--- config.mk ---
export PLATFORM = sky130hd
export DESIGN_NAME = irq_combiner_flat
export DESIGN_NICKNAME = d
export VERILOG_FILES = /design/src/rtl/irq_combiner_pkg.sv /design/src/rtl/irq_combiner_if.sv /design/src/rtl/irq_prio_enc.sv /design/src/rtl/irq_combiner.sv /design/src/flat_wrapper.sv
export SDC_FILE = /design/constraint.sdc
export NUM_CORES = 1
export LEC_CHECK = 0
export BUFFER_PORTS_ARGS = -buffer_cell sky130_fd_sc_hd__buf_2
export CAP_MARGIN = 20
export CORE_MARGIN = 8
export CORE_UTILIZATION = 50
export CTS_BUF_LIST = sky130_fd_sc_hd__clkbuf_4
export CTS_CLUSTER_DIAMETER = 100
export DETAILED_ROUTE_END_ITERATION = 12
export PLACE_DENSITY_LB_ADDON = 0.2
export SLEW_MARGIN = 20
export SYNTH_ARGS = -nofsm -noshare
export SYNTH_HDL_FRONTEND = slang
export SYNTH_SLANG_ARGS = --single-unit
--- constraint.sdc ---
create_clock -name clk -period 1 [get_ports clk]
set_clock_uncertainty 0.05 [all_clocks]
set_input_delay 0.2 -clock clk [delete_from_list [all_inputs] [get_ports clk]]
set_output_delay 0.2 -clock clk [all_outputs]
set_load 0.1 [all_outputs]
--- src/rtl/irq_combiner_pkg.sv ---
// Shared constants for the interrupt combiner: register addresses and reset values.
package irq_combiner_pkg;

    // Largest supported source count; used to size reset-value constants.
    localparam int MAX_SRC = 32;

    // Register map on the software bus.
    localparam logic [1:0] ADDR_PENDING = 2'd0;
    localparam logic [1:0] ADDR_MASK    = 2'd1;
    localparam logic [1:0] ADDR_ACTIVE  = 2'd2;
    localparam logic [1:0] ADDR_ID      = 2'd3;

    // All sources are disabled out of reset.
    localparam logic [MAX_SRC-1:0] MASK_RST = '0;

endpackage

--- src/rtl/irq_combiner_if.sv ---
// Software register bus of the interrupt combiner.
// The master side drives the write strobe, address and write data.
// The slave side returns read data, combinationally from the address.
interface irq_combiner_if #(
    parameter int NUM_SRC = 4
);
    logic               we;
    logic [1:0]         addr;
    logic [NUM_SRC-1:0] wdata;
    logic [NUM_SRC-1:0] rdata;

    modport master (
        output we,
        output addr,
        output wdata,
        input  rdata
    );

    modport slave (
        input  we,
        input  addr,
        input  wdata,
        output rdata
    );
endinterface

--- src/rtl/irq_prio_enc.sv ---
// Lowest-index-first priority encoder, purely combinational.
// id is 0 when no request is set; valid flags a non-empty request vector.
module irq_prio_enc #(
    parameter int NUM_SRC = 4,
    parameter int ID_W    = 2
) (
    input  logic [NUM_SRC-1:0] req,
    output logic [ID_W-1:0]    id,
    output logic               valid
);

    // Scan from the top down so the lowest set index is the last one written.
    always_comb begin
        id    = '0;
        valid = |req;
        for (int i = NUM_SRC - 1; i >= 0; i--) begin
            if (req[i]) begin
                id = ID_W'(i);
            end
        end
    end

endmodule

--- src/rtl/irq_combiner.sv ---
// Interrupt combiner: captures rising edges of NUM_SRC lines into sticky
// pending bits, masks them, and drives a registered CPU interrupt with the
// index of the lowest-numbered active source.
// Optional build macro IRQ_SYNC_EN: adds a 2-flop synchroniser per source
// line for sources that are asynchronous to clk (2 extra cycles of latency).
module irq_combiner
    import irq_combiner_pkg::*;
#(
    parameter int NUM_SRC = 4,
    parameter int ID_W    = 2
) (
    input  logic                clk,
    input  logic                rst_n,
    input  logic [NUM_SRC-1:0]  src_in,
    irq_combiner_if.slave       bus,
    output logic                irq_out,
    output logic [ID_W-1:0]     irq_id,
    output logic                irq_valid
);

    logic [NUM_SRC-1:0] s;
    logic [NUM_SRC-1:0] s_d;
    logic [NUM_SRC-1:0] rise;
    logic [NUM_SRC-1:0] clr;
    logic [NUM_SRC-1:0] pending;
    logic [NUM_SRC-1:0] pending_next;
    logic [NUM_SRC-1:0] mask;
    logic [NUM_SRC-1:0] active;
    logic [NUM_SRC-1:0] id_word;
    logic [ID_W-1:0]    enc_id;
    logic               enc_valid;

`ifdef IRQ_SYNC_EN
    logic [NUM_SRC-1:0] sync_a;
    logic [NUM_SRC-1:0] sync_b;

    // Two-flop synchroniser bringing each source line into the clk domain.
    always_ff @(posedge clk or negedge rst_n) begin
        if (!rst_n) begin
            sync_a <= '0;
            sync_b <= '0;
        end else begin
            sync_a <= src_in;
            sync_b <= sync_a;
        end
    end

    assign s = sync_b;
`else
    assign s = src_in;
`endif

    // Previous-cycle copy of the source stage for edge detection.
    always_ff @(posedge clk or negedge rst_n) begin
        if (!rst_n) begin
            s_d <= '0;
        end else begin
            s_d <= s;
        end
    end

    // One rise pulse per low-to-high transition of each line.
    genvar gi;
    generate
        for (gi = 0; gi < NUM_SRC; gi++) begin : g_edge
            assign rise[gi] = s[gi] & ~s_d[gi];
        end
    endgenerate

    // Write-1-to-clear mask for PENDING; a new edge on the same cycle wins.
    always_comb begin
        clr = '0;
        if (bus.we && (bus.addr == ADDR_PENDING)) begin
            clr = bus.wdata;
        end
        pending_next = (pending & ~clr) | rise;
    end

    // Sticky pending bits.
    always_ff @(posedge clk or negedge rst_n) begin
        if (!rst_n) begin
            pending <= '0;
        end else begin
            pending <= pending_next;
        end
    end

    // Per-source enable register, written directly by software.
    always_ff @(posedge clk or negedge rst_n) begin
        if (!rst_n) begin
            mask <= MASK_RST[NUM_SRC-1:0];
        end else if (bus.we && (bus.addr == ADDR_MASK)) begin
            mask <= bus.wdata;
        end
    end

    // Masked pending bits are kept in pending; only the enabled ones are active.
    assign active = pending & mask;

    irq_prio_enc #(
        .NUM_SRC (NUM_SRC),
        .ID_W    (ID_W)
    ) u_prio_enc (
        .req   (active),
        .id    (enc_id),
        .valid (enc_valid)
    );

    // Registered CPU-facing outputs, refreshed every cycle from active.
    always_ff @(posedge clk or negedge rst_n) begin
        if (!rst_n) begin
            irq_out   <= 1'b0;
            irq_id    <= '0;
            irq_valid <= 1'b0;
        end else begin
            irq_out   <= enc_valid;
            irq_id    <= enc_id;
            irq_valid <= enc_valid;
        end
    end

    // ID register layout: low bits carry irq_id, the top bit carries irq_valid.
    always_comb begin
        id_word              = '0;
        id_word[ID_W-1:0]    = irq_id;
        id_word[NUM_SRC-1]   = irq_valid;
    end

    // Read mux, combinational from the address.
    always_comb begin
        bus.rdata = '0;
        case (bus.addr)
            ADDR_PENDING: bus.rdata = pending;
            ADDR_MASK:    bus.rdata = mask;
            ADDR_ACTIVE:  bus.rdata = active;
            ADDR_ID:      bus.rdata = id_word;
            default:      bus.rdata = '0;
        endcase
    end

endmodule
--- src/flat_wrapper.sv ---
// flat-port wrapper written by rule: the top's interface ports become plain ports
module irq_combiner_flat import irq_combiner_pkg::*;
#(
    parameter int NUM_SRC = 4,
    parameter int ID_W    = 2
)
  (clk, rst_n, src_in, irq_out, irq_id, irq_valid, bus_we, bus_addr, bus_wdata, bus_rdata);
  irq_combiner_if #(.NUM_SRC(NUM_SRC)) bus_i ();
  input  logic clk;
  input  logic rst_n;
  input  logic [NUM_SRC-1:0] src_in;
  output logic irq_out;
  output logic [ID_W-1:0] irq_id;
  output logic irq_valid;
  input wire logic [$bits(bus_i.we)-1:0] bus_we;
  input wire logic [$bits(bus_i.addr)-1:0] bus_addr;
  input wire logic [$bits(bus_i.wdata)-1:0] bus_wdata;
  output wire logic [$bits(bus_i.rdata)-1:0] bus_rdata;
  assign bus_i.we = bus_we;
  assign bus_i.addr = bus_addr;
  assign bus_i.wdata = bus_wdata;
  assign bus_rdata = bus_i.rdata;
  irq_combiner #(.NUM_SRC(NUM_SRC), .ID_W(ID_W)) u_core (.clk(clk), .rst_n(rst_n), .src_in(src_in), .bus(bus_i), .irq_out(irq_out), .irq_id(irq_id), .irq_valid(irq_valid));
endmodule
==> impl_metrics.env, run 1 <==
export IMPL_hpwlAfterDp_um=1344
export IMPL_yosys_area_top_type_share_pct=54.55
export IMPL_dieWidth_um=53.10
export IMPL_dp_cells=102
export IMPL_grt_antenna_before_repair=1
export IMPL_start_util_pct=52.88
export IMPL_syn_inst=54
export IMPL_lastStage="5_1_grt"
export IMPL_ys_types=16
export IMPL_status="aborted with a tool error"
export IMPL_synth_largest_area_cell="dfrtp_1"
export IMPL_cts_root_buffer="clkbuf_4"
export IMPL_grt_max_degree=16
export IMPL_yosysSeqAreaShare_pct=54.55
export IMPL_synth_area_um2=688.2
export IMPL_synth_seq_cells=15
export IMPL_worstEpCategory="top-level output"
export IMPL_cts_sinks=15
export IMPL_cts_buffers_inserted=3
export IMPL_error_line="[ERROR DPL-0033] detailed placement checks failed during check placement."
export IMPL_synth_avg_cell_area_um2=12.74
export IMPL_htreeDepth=1
export IMPL_worst_endpoint="bus_rdata[3]"
export IMPL_row_count=13
export IMPL_place_congestion=0.7875
export IMPL_synthTopCellsByArea="dfrtp_1 (55%), mux2_4 (8.7%), mux2i_1 (5.8%), a22o_1 (5.1%), o22ai_1 (3.6%)"
export IMPL_yosysWarnings=0
export IMPL_die_h_um=53.10
export IMPL_numPortBuffers=20
export IMPL_syn_num_nets=67
export IMPL_io_pin_count=21
export IMPL_cts_max_path_buffers=2
stage by stage:
stage               util (%)  worst slack [ns]  setup TNS, ns  hold WS [ns]  cell area [um^2]
floorplan                  -           -0.5752         -2.223       -0.1456             758.2
global placement       83.85           -0.2805         -2.689       0.06335              1091
detailed placement     83.85           -0.3165         -2.978       0.06543              1091
CTS                    95.58           -0.4607         -3.365        0.1114              1244
repair_timing:
item | in CTS
endpoints found under the setup margin | 11
buffers inserted | 2
pin swaps | 2
resized for setup | 13
hold endpoints to repair | 19
hold buffers | 5
gates cloned | 0
cells by family after synthesis:
| family | count (synthesis) | share of synthesized area (%) |
|---|---|---|
| buffers and inverters | 6 | 4.909 |
| muxes | 8 | 14.55 |
| and+or+nand+nor | 10 | 10.91 |
| DFF | 15 | 54.55 |
| AOI/OAI and AO/OA | 15 | 15.09 |
synth_stat cells:
library cell and number:
inv_1 4, nand3b_4 1, or2b_1 1, mux2_4 4, a22oi_1 2, o22ai_1 4
nor3b_4 1, dfrtp_1 15, a21oi_1 4, mux2i_1 4, buf_4 1, buf_6 1
a22o_1 4, nand2_1 6, a32oi_1 1, nor2b_1 1
==> run 2, diff against run 1 <==
--- a/config.mk
+++ b/config.mk
@@ -7,12 +7,10 @@
 export LEC_CHECK = 0
 export BUFFER_PORTS_ARGS = -buffer_cell sky130_fd_sc_hd__buf_2
 export CAP_MARGIN = 20
-export CORE_MARGIN = 8
-export CORE_UTILIZATION = 50
-export CTS_BUF_LIST = sky130_fd_sc_hd__clkbuf_4
-export CTS_CLUSTER_DIAMETER = 100
+export CORE_AREA = 8 8 69 71
 export DETAILED_ROUTE_END_ITERATION = 12
-export PLACE_DENSITY_LB_ADDON = 0.2
+export DIE_AREA = 0 0 77 79
+export PLACE_DENSITY_LB_ADDON = 0.15
 export SLEW_MARGIN = 20
 export SYNTH_ARGS = -nofsm -noshare
 export SYNTH_HDL_FRONTEND = slang
==> run 2 against run 1 <==
Against the previous run: the flow now finishes, with violations (negative setup slack); synthesized area did not move; synthesized cell count stayed put.
==> impl_metrics.env, run 2 <==
export IMPL_firstDrtPassIters=2
export IMPL_cts_sinks=15
export IMPL_end_kind="primary output"
export IMPL_synth_largest_area_cell="dfrtp_1"
export IMPL_ys_flop_type="dfrtp_1"
export IMPL_setup_violations_final=10
export IMPL_p_per_area_nw_per_um2=2048
export IMPL_final_util_pct=35.18
export IMPL_grt_max_degree=16
export IMPL_critPathLaunchType="register"
export IMPL_core_um2=3799
export IMPL_synthArstFlopShare_pct=100.0
export IMPL_cap_violations=0
export IMPL_layout_drive_gt1_share_pct=69.15
export IMPL_slew_violations=0
export IMPL_grt_pass1_vias=638
export IMPL_cts_buffers_inserted=3
export IMPL_status="finished with violations"
export IMPL_ir_drop_v=0.0007377
export IMPL_crit_family="flip-flops"
export IMPL_vias=592
export IMPL_wirelength_um=1851
export IMPL_numPortBuffers=20
export IMPL_slowest_stage="dfrtp_4"
export IMPL_place_area_um2=1167
export IMPL_critPathBufInv=1
export IMPL_syn_num_nets=67
export IMPL_dp_slack_ns=-0.3110
export IMPL_die_h_um=79
export IMPL_synth_edf_count=0
export IMPL_slowest_delay_ns=0.49
export IMPL_synth_seq_cells=15
export IMPL_required_ns=0.75
export IMPL_area_growth_pct=94.18
export IMPL_period_minus_slack_ns=1.416
export IMPL_route_detailed_drc=0
export IMPL_worstSetupPathType="reg -> out"
export IMPL_ys_types=16
export IMPL_cp_arrival_ns=1.17
export IMPL_wire_per_inst_um=12.85
export IMPL_drtIter0Drc=13
export IMPL_hpwlAfterDp_um=1466
export IMPL_num_antenna_cells=0
export IMPL_grt_ovfl_total=0
export IMPL_layout_nets=108
export IMPL_grt_pass1_wl_um=3063
export IMPL_crit_fanout=2
export IMPL_fmax_ghz=0.7061
export IMPL_clkLatencyLatePin_ns=0.25
export IMPL_fin_area_um2=1336
export IMPL_synth_avg_cell_area_um2=12.74
export IMPL_via_per_inst=4.111
export IMPL_tightest_slew_ns=0.3343
export IMPL_finalHoldViolations=0
export IMPL_cp_cell_sequence="mux2i_4 -> a21oi_4 -> buf_12"
export IMPL_post_synth_top_count_cell="dfrtp_1"
export IMPL_die_area_um2=6083
export IMPL_worst_slack_ns=-0.4162
export IMPL_yosys_area_top_type_share_pct=54.55
export IMPL_holdCritPathClass="in -> reg"
export IMPL_htreeDepth=1
export IMPL_fillCellCount=388
export IMPL_min_period_over_period_pct=141.6
export IMPL_place_congestion=0.7525
export IMPL_violations="negative setup slack"
export IMPL_row_count=23
export IMPL_reg_top3="u_core.mask x4, u_core.pending x4, u_core.s_d x4"
export IMPL_dieWidth_um=77
export IMPL_cts_max_path_buffers=2
export IMPL_start_util_pct=18.12
export IMPL_synth_area_um2=688.2
export IMPL_grtUsageTotal_pct=6.468
export IMPL_tns_ns=-2.831
export IMPL_max_slew_margin_rel_pct=77.71
export IMPL_grt_antenna_before_repair=0
export IMPL_tritoncts="built"
export IMPL_synth_common_cells="dfrtp_1 (15), nand2_1 (6)"
export IMPL_synthTopCellsByArea="dfrtp_1 (55%), mux2_4 (8.7%), mux2i_1 (5.8%), a22o_1 (5.1%), o22ai_1 (3.6%)"
export IMPL_io_pin_count=21
export IMPL_syn_inst=54
export IMPL_most_common_layout_cells="buf_2 (11), dfrtp_1 (11), buf_12 (10)"
export IMPL_cts_root_buffer="clkbuf_8"
export IMPL_clkTransAtPathRegs_ns=0.06
export IMPL_ant_nets=0
export IMPL_yosysWarnings=0
export IMPL_yosysSeqAreaShare_pct=54.55
export IMPL_grt_setup_unrepaired="true"
export IMPL_p_leak_nw=0.5901
[run 2: cells by family after synthesis]
family          synth area share (%)
compound gates                 15.09
buf+inv                        4.909
flops                          54.55
mux                            14.55
simple gates                   10.91
[run 2: worst reg2reg max path, cell delays in order, from the launching register on]
cell and delay, ns:
dfrtp_1 0.40, nand2_2 0.10, buf_6 0.13, a32oi_2 0.18, a21oi_2 0.04
[run 2: worst paths after layout]
| check | startpoint | endpoint | slack, ns | cells after the start |
|---|---|---|---|---|
| max | u_core.irq_id[1]$_DFF_PN0_ | bus_rdata[1] | -0.42 | 3 |
| min in group asynchronous | rst_n | u_core.pending[3]$_DFF_PN0_ | 0.33 | 2 |
| max in group asynchronous | rst_n | u_core.irq_id[0]$_DFF_PN0_ | 0.28 | 2 |
| min | src_in[2] | u_core.s_d[2]$_DFF_PN0_ | 0.02 | 1 |
| max reg2reg | u_core.pending[2]$_DFF_PN0_ | u_core.irq_id[0]$_DFF_PN0_ | -0.01 | 4 |
| min reg2reg | u_core.s_d[3]$_DFF_PN0_ | u_core.pending[3]$_DFF_PN0_ | 0.51 | 2 |
[run 2: cell type report]
| class | instances | area, um^2 | area share (%) |
|---|---|---|---|
| Inverter | 4 | 15.01 | 1.124 |
| Timing Repair Buffer | 38 | 426.7 | 31.93 |
| Sequential cell | 15 | 387.9 | 29.03 |
| Tap cell | 50 | 62.56 | 4.682 |
| Clock buffer | 3 | 41.29 | 3.090 |
| Multi-Input combinational cell | 33 | 397.9 | 29.78 |
| Clock inverter | 1 | 5.005 | 0.3745 |
[run 2: power breakdown]
part           internal (mW)  switching, mW
Combinational          0.654          0.794
Sequential             0.710         0.0918
Clock                  0.275          0.212
[run 2: stage by stage]
step           power [mW]  hold slack (ns)  instances
4_1_cts             2.730          0.01783        144
2_1_floorplan       1.557          -0.1456         54
5_1_grt             2.856          0.01640        144
3_3_place_gp        2.106          0.07689        138
3_5_place_dp        2.111          0.08293        138
6_report            2.737          0.02337        144
[run 2: routing by layer]
layer | up-vias | global-route usage (%) | part of all wire [%]
met1 | 294 | 7.842 | 49
met5 | - | 0 | 0
li1 | 279 | - | -
met3 | 2 | 2.032 | 5.0
met2 | 17 | 10.11 | 45
met4 | 0 | 3.396 | 0.92
[run 2: what timing repair did]
action | in CTS | in global routing
hold buffers | 1 | 0
resized for setup | 16 | 10
setup buffers | 3 | 3
pin swaps | 4 | 3
hold endpoints to repair | 15 | 0
setup endpoints to repair | 15 | 17
Note: power is estimated with default switching activity, not from simulation.
==> run 3, diff against run 2 <==
--- a/config.mk
+++ b/config.mk
@@ -5,6 +5,7 @@
 export SDC_FILE = /design/constraint.sdc
 export NUM_CORES = 1
 export LEC_CHECK = 0
+export ABC_AREA = 1
 export BUFFER_PORTS_ARGS = -buffer_cell sky130_fd_sc_hd__buf_2
 export CAP_MARGIN = 20
 export CORE_AREA = 8 8 69 71
==> run 3 against run 2 <==
Against the previous run: the run still ends with negative setup slack left; synthesized cell count is 63% higher; routed wire length rose by 7.5%; critical path depth rose by 2; final cell count increased by 29%; critical endpoint is now bus_rdata[0]; flip-flop and latch count is the same; synthesized area up 3.5%; largest power group unchanged; utilization shrank 0.56 points; setup slack worse by 0.039 ns; first-iteration DRC count up 31%; final area shrank 1.6%; hold slack got worse by 0.0059 ns; maximum frequency down 2.6%.
==> impl_metrics.env, run 3 <==
export IMPL_status="finished with violations"
export IMPL_violations="negative setup slack"
export IMPL_route_detailed_drc=0
export IMPL_die_h_um=79
export IMPL_cp_arrival_ns=1.20
export IMPL_crit_fanout=3
export IMPL_setup_violations_final=10
export IMPL_layout_nets=150
export IMPL_num_antenna_cells=0
export IMPL_multi_input_area_um2=319.1
export IMPL_synthTopCellsByArea="dfrtp_1 (53%), nand2_1 (21%), nand3_1 (7.7%), inv_1 (5.3%), nand4_1 (2.6%)"
export IMPL_yosysSeqAreaShare_pct=52.72
export IMPL_clkTransAtPathRegs_ns=0.06
export IMPL_end_kind="primary output"
export IMPL_synth_largest_area_cell="dfrtp_1"
export IMPL_slew_violations=0
export IMPL_power_frac_seq_pct=29.5
export IMPL_intPower_mw=1.545
export IMPL_p_leak_nw=0.6655
export IMPL_dp_slack_ns=-0.2839
export IMPL_required_ns=0.75
export IMPL_p_comb_share_pct=51.6
export IMPL_finalHoldViolations=0
export IMPL_cts_buffers_inserted=3
export IMPL_synth_common_cells="nand2_1 (39), dfrtp_1 (15), nand3_1 (11)"
export IMPL_most_common_layout_cells="nand2_1 (31), buf_4 (19), buf_2 (12), dfrtp_1 (12)"
export IMPL_synth_edf_count=0
export IMPL_worstSetupPathType="reg -> out"
export IMPL_ant_nets=0
export IMPL_yosysWarnings=0
export IMPL_holdCritPathClass="in -> reg"
export IMPL_dieWidth_um=77
export IMPL_synthArstFlopShare_pct=100.0
export IMPL_wirelength_um=1990
export IMPL_clkLatencyLatePin_ns=0.25
export IMPL_reg2reg_slack_ns=-0.03
export IMPL_grt_antenna_before_repair=0
export IMPL_cts_root_buffer="clkbuf_8"
export IMPL_highest_layer="met4"
export IMPL_vias=729
export IMPL_hpwlAfterDp_um=1484
export IMPL_area_growth_pct=84.71
export IMPL_layout_drive_gt1_share_pct=55.15
export IMPL_die_area_um2=6083
export IMPL_core_um2=3799
export IMPL_fmax_ghz=0.6874
export IMPL_place_congestion=0.7948
export IMPL_post_synth_top_count_cell="nand2_1"
export IMPL_switchingPower_mw=1.047
export IMPL_wire_per_inst_um=10.70
export IMPL_tritoncts="built"
export IMPL_period_minus_slack_ns=1.455
export IMPL_worst_slack_ns=-0.4547
export IMPL_layout_commonest_cell="nand2_1"
export IMPL_fillCellCount=428
export IMPL_critPathLaunchType="register"
export IMPL_max_slew_margin_rel_pct=76.27
export IMPL_grt_max_degree=16
export IMPL_via_per_inst=3.919
export IMPL_yosys_area_top_type_share_pct=52.72
export IMPL_tightest_slew_ns=0.3559
export IMPL_htreeDepth=1
export IMPL_min_period_over_period_pct=145.5
export IMPL_cts_sinks=15
export IMPL_drtIter0Drc=17
export IMPL_cap_violations=0
export IMPL_grt_pass1_wl_um=3360
export IMPL_tns_ns=-2.805
export IMPL_ys_types=15
export IMPL_firstDrtPassIters=4
export IMPL_ir_drop_v=0.0004438
export IMPL_clock_power_share_pct=18.9
export IMPL_synth_area_um2=711.9
export IMPL_cts_max_path_buffers=2
export IMPL_ys_flop_type="dfrtp_1"
export IMPL_start_util_pct=18.74
export IMPL_drt_met1_wl_um=732
export IMPL_hold_depth=1
export IMPL_row_count=23
export IMPL_p_total_mw=2.592
export IMPL_synth_seq_cells=15
export IMPL_r2r_cells=5
export IMPL_io_pin_count=21
export IMPL_numPortBuffers=20
export IMPL_swShare_pct=40.38
export IMPL_reg_top3="u_core.mask x4, u_core.pending x4, u_core.s_d x4"
export IMPL_p_per_area_nw_per_um2=1971
export IMPL_synth_avg_cell_area_um2=8.090
export IMPL_grt_pass1_vias=746
export IMPL_wl_met3_um=96
export IMPL_syn_inst=88
export IMPL_grt_ovfl_total=0
export IMPL_syn_num_nets=101
export IMPL_regArea_um2=386.6
export IMPL_grt_setup_unrepaired="true"
export IMPL_grtUsageTotal_pct=6.956
export IMPL_dr_wl_met2_um=1091
run 3: cell type report:
type                    count  area share, %
repair buffers             46          33.49
flip-flops and latches     15          29.40
multi-input cells          59          24.26
well taps                  50          4.757
inverters                  12          4.662
clock buffers               4          3.425
run 3: worst paths after layout:
path,start,end
min reg2reg,u_core.s_d[3]$_DFF_PN0_,u_core.pending[3]$_DFF_PN0_
max in group asynchronous,rst_n,u_core.irq_id[1]$_DFF_PN0_
min in group asynchronous,rst_n,u_core.s_d[3]$_DFF_PN0_
max,u_core.pending[0]$_DFF_PN0_,bus_rdata[0]
min,src_in[2],u_core.s_d[2]$_DFF_PN0_
max reg2reg,u_core.pending[0]$_DFF_PN0_,u_core.irq_id[1]$_DFF_PN0_
run 3: per-stage QoR:
stage | util, % | cells | hold slack [ns] | instance area [um^2]
floorplan | - | 88 | -0.1456 | 760.7
global placement | 29.71 | 171 | 0.07484 | 1129
detailed placement | 29.71 | 171 | 0.07638 | 1129
CTS | 32.74 | 181 | 0.009652 | 1244
global route | 34.62 | 186 | 0.01127 | 1315
finish | 34.62 | 186 | 0.01746 | 1315
run 3: cell families (layout without fill, tap and decap cells):
kind of cell           after synthesis  in the layout  synth area share, %
buffers and inverters               14             62                9.315
DFF                                 15             15                52.72
and+or+nand+nor                     57             57                36.56
AOI/OAI and AO/OA                    2              2                1.405
run 3: what timing repair did:
item	CTS	global route
pin swaps	5	5
resized for setup	7	15
hold buffers	1	0
buffers inserted	5	6
endpoints found under the hold margin	15	0
endpoints found under the setup margin	8	11
run 3: power by group through the flow:
stage	clock (mW)	sequential, mW	combinational [mW]
2_1_floorplan	0	0.983	0.478
3_3_place_gp	0	0.765	1.19
3_5_place_dp	0	0.766	1.19
4_1_cts	0.514	0.759	1.26
5_1_grt	0.545	0.773	1.41
6_report	0.489	0.766	1.34
run 3: critical path, cell delays in order, from the launching register on:
cell and delay [ns]:
dfrtp_1 0.41, nand2_2 0.10, inv_2 0.04, nand2_2 0.05, nand4_1 0.14, buf_12 0.21
run 3: per-layer routing:
metal / up-vias / track usage [%]
li1: 375 / -
met1: 336 / 6.538
met2: 13 / 12.83
met3: 5 / 1.580
met4: 0 / 5.660
met5: - / 0
==> run 4, diff against run 3 <==
--- a/config.mk
+++ b/config.mk
@@ -6,7 +6,7 @@
 export NUM_CORES = 1
 export LEC_CHECK = 0
 export ABC_AREA = 1
-export BUFFER_PORTS_ARGS = -buffer_cell sky130_fd_sc_hd__buf_2
+export BUFFER_PORTS_ARGS = -buffer_cell sky130_fd_sc_hd__buf_4
 export CAP_MARGIN = 20
 export CORE_AREA = 8 8 69 71
 export DETAILED_ROUTE_END_ITERATION = 12
==> run 4 against run 3 <==
Against the previous run: the run still ends with negative setup slack left; non-clock buffer count stayed put; routed wire length is 1.4% lower; sequential share of layout area shrank 0.47 points; critical path depth stayed put; combinational power is 3% lower; flip-flop and latch count did not move; register-to-register slack better by 0.02 ns; count of clock-buffer cells in the layout is the same; final area is 1.6% higher.
==> impl_metrics.env, run 4 (synthesized netlist as in run 3, its figures left out) <==
export IMPL_finalHoldViolations=0
export IMPL_grt_max_degree=16
export IMPL_cap_violations=0
export IMPL_layout_commonest_cell="buf_4"
export IMPL_min_period_over_period_pct=147.5
export IMPL_reg2reg_to="u_core.irq_valid$_DFF_PN0_"
export IMPL_die_h_um=79
export IMPL_tritoncts="built"
export IMPL_setup_violations_final=9
export IMPL_io_pin_count=21
export IMPL_place_congestion=0.7631
export IMPL_fmax_ghz=0.6778
export IMPL_required_ns=0.75
export IMPL_die_area_um2=6083
export IMPL_cts_max_path_buffers=2
export IMPL_numPortBuffers=20
export IMPL_reg2reg_slack_ns=-0.01
export IMPL_end_kind="primary output"
export IMPL_start_util_pct=18.74
export IMPL_num_antenna_cells=0
export IMPL_wirelength_um=1963
export IMPL_tightest_slew_ns=0.2060
export IMPL_grt_setup_unrepaired="true"
export IMPL_grtUsageTotal_pct=7.221
export IMPL_hold_depth=1
export IMPL_drtIter0Drc=24
export IMPL_grt_ovfl_total=0
export IMPL_dieWidth_um=77
export IMPL_dp_slack_ns=-0.2981
export IMPL_grt_pass1_vias=781
export IMPL_status="finished with violations"
export IMPL_r2r_cells=5
export IMPL_reg2reg_from="u_core.pending[0]$_DFF_PN0_"
export IMPL_holdCritPathClass="in -> reg"
export IMPL_firstDrtPassIters=4
export IMPL_cts_buffers_inserted=3
export IMPL_instances_no_fill=186
export IMPL_clkLatencyLatePin_ns=0.25
export IMPL_row_count=23
export IMPL_critPathLaunchType="register"
export IMPL_core_um2=3799
export IMPL_dp_cells=173
export IMPL_route_detailed_drc=0
export IMPL_clkTransAtPathRegs_ns=0.06
export IMPL_final_util_pct=35.18
export IMPL_most_common_layout_cells="buf_4 (33), nand2_1 (32), dfrtp_1 (12)"
export IMPL_cp_arrival_ns=1.23
export IMPL_wire_per_inst_um=10.55
export IMPL_via_per_inst=3.882
export IMPL_crit_fanout=3
export IMPL_reg_top3="u_core.mask x4, u_core.pending x4, u_core.s_d x4"
export IMPL_ir_drop_v=0.0004574
export IMPL_cts_root_buffer="clkbuf_8"
export IMPL_vias=722
export IMPL_holdWs_ns=0.01185
export IMPL_cts_sinks=15
export IMPL_worst_slack_ns=-0.4753
export IMPL_grt_pass1_wl_um=3422
export IMPL_htreeDepth=1
export IMPL_slew_violations=0
export IMPL_violations="negative setup slack"
export IMPL_grt_antenna_before_repair=0
export IMPL_tns_ns=-2.645
export IMPL_hpwlAfterDp_um=1539
export IMPL_p_per_area_nw_per_um2=1926
export IMPL_area_growth_pct=87.70
export IMPL_worstSetupPathType="reg -> out"
export IMPL_ant_nets=0
export IMPL_p_leak_nw=0.6723
export IMPL_period_minus_slack_ns=1.475
export IMPL_min_from="src_in[2]"
export IMPL_min_to="u_core.s_d[2]$_DFF_PN0_"
export IMPL_max_slew_margin_rel_pct=86.27
export IMPL_layout_drive_gt1_share_pct=54.41
export IMPL_layout_nets=150
## run 4: worst max-delay path, stage by stage (launching register included)
cell	delay (ns)
dfrtp_1	0.41
nand2_2	0.10
inv_2	0.04
nand2_1	0.05
nand4_1	0.16
buf_12	0.22
## run 4: layout make-up
type	instances	area [um^2]
Inverter	12	61.31
Fill cell	432	2462
Sequential cell	15	386.6
Tap cell	50	62.56
Multi-Input combinational cell	59	317.8
Clock buffer	4	45.04
Timing Repair Buffer	46	462.9
## run 4: repair_timing
| item | in CTS | in global routing |
|---|---|---|
| gates resized for setup | 27 | 16 |
| hold buffers | 1 | 0 |
| endpoints found under the hold margin | 15 | 0 |
| pin swaps | 4 | 8 |
| endpoints found under the setup margin | 9 | 10 |
| buffers inserted | 3 | 8 |
## run 4: metrics by stage
step,instance area (um^2),power [mW]
after floorplan,760.7,1.461
after global placement,1074,1.763
after global routing,1336,2.700
after CTS,1246,2.495
final,1336,2.574
after detailed placement,1074,1.763
## run 4: metal layers
metal	share of wire [%]	global-route usage [%]	wire [um]	vias to the layer above
met2	53	12.91	1039	17
met3	5.1	1.806	100	5
li1	-	-	-	369
met5	0	0	0	-
met1	38	7.081	755	331
met4	3.5	5.660	69	0
## run 4: worst max path at each step
stage                                start           end  slack, ns  cells after the start
2_1_floorplan   u_core.irq_valid$_DFF_PN0_  bus_rdata[3]      -0.84                      2
4_1_cts        u_core.pending[0]$_DFF_PN0_  bus_rdata[0]      -0.48                      4
5_1_grt        u_core.pending[0]$_DFF_PN0_  bus_rdata[0]      -0.54                      5
3_3_place_gp                   bus_addr[1]  bus_rdata[2]      -0.28                      7
6_report       u_core.pending[0]$_DFF_PN0_  bus_rdata[0]      -0.48                      5
3_5_place_dp                   bus_addr[1]  bus_rdata[2]      -0.30                      7
## run 4: power by group
group	switching [mW]	internal, mW	leakage [nW]	total (mW)
logic	0.760	0.542	0.481	1.30
clock network	0.214	0.282	0.0228	0.496
registers	0.0709	0.705	0.168	0.776
total	1.04	1.53	0.672	2.57
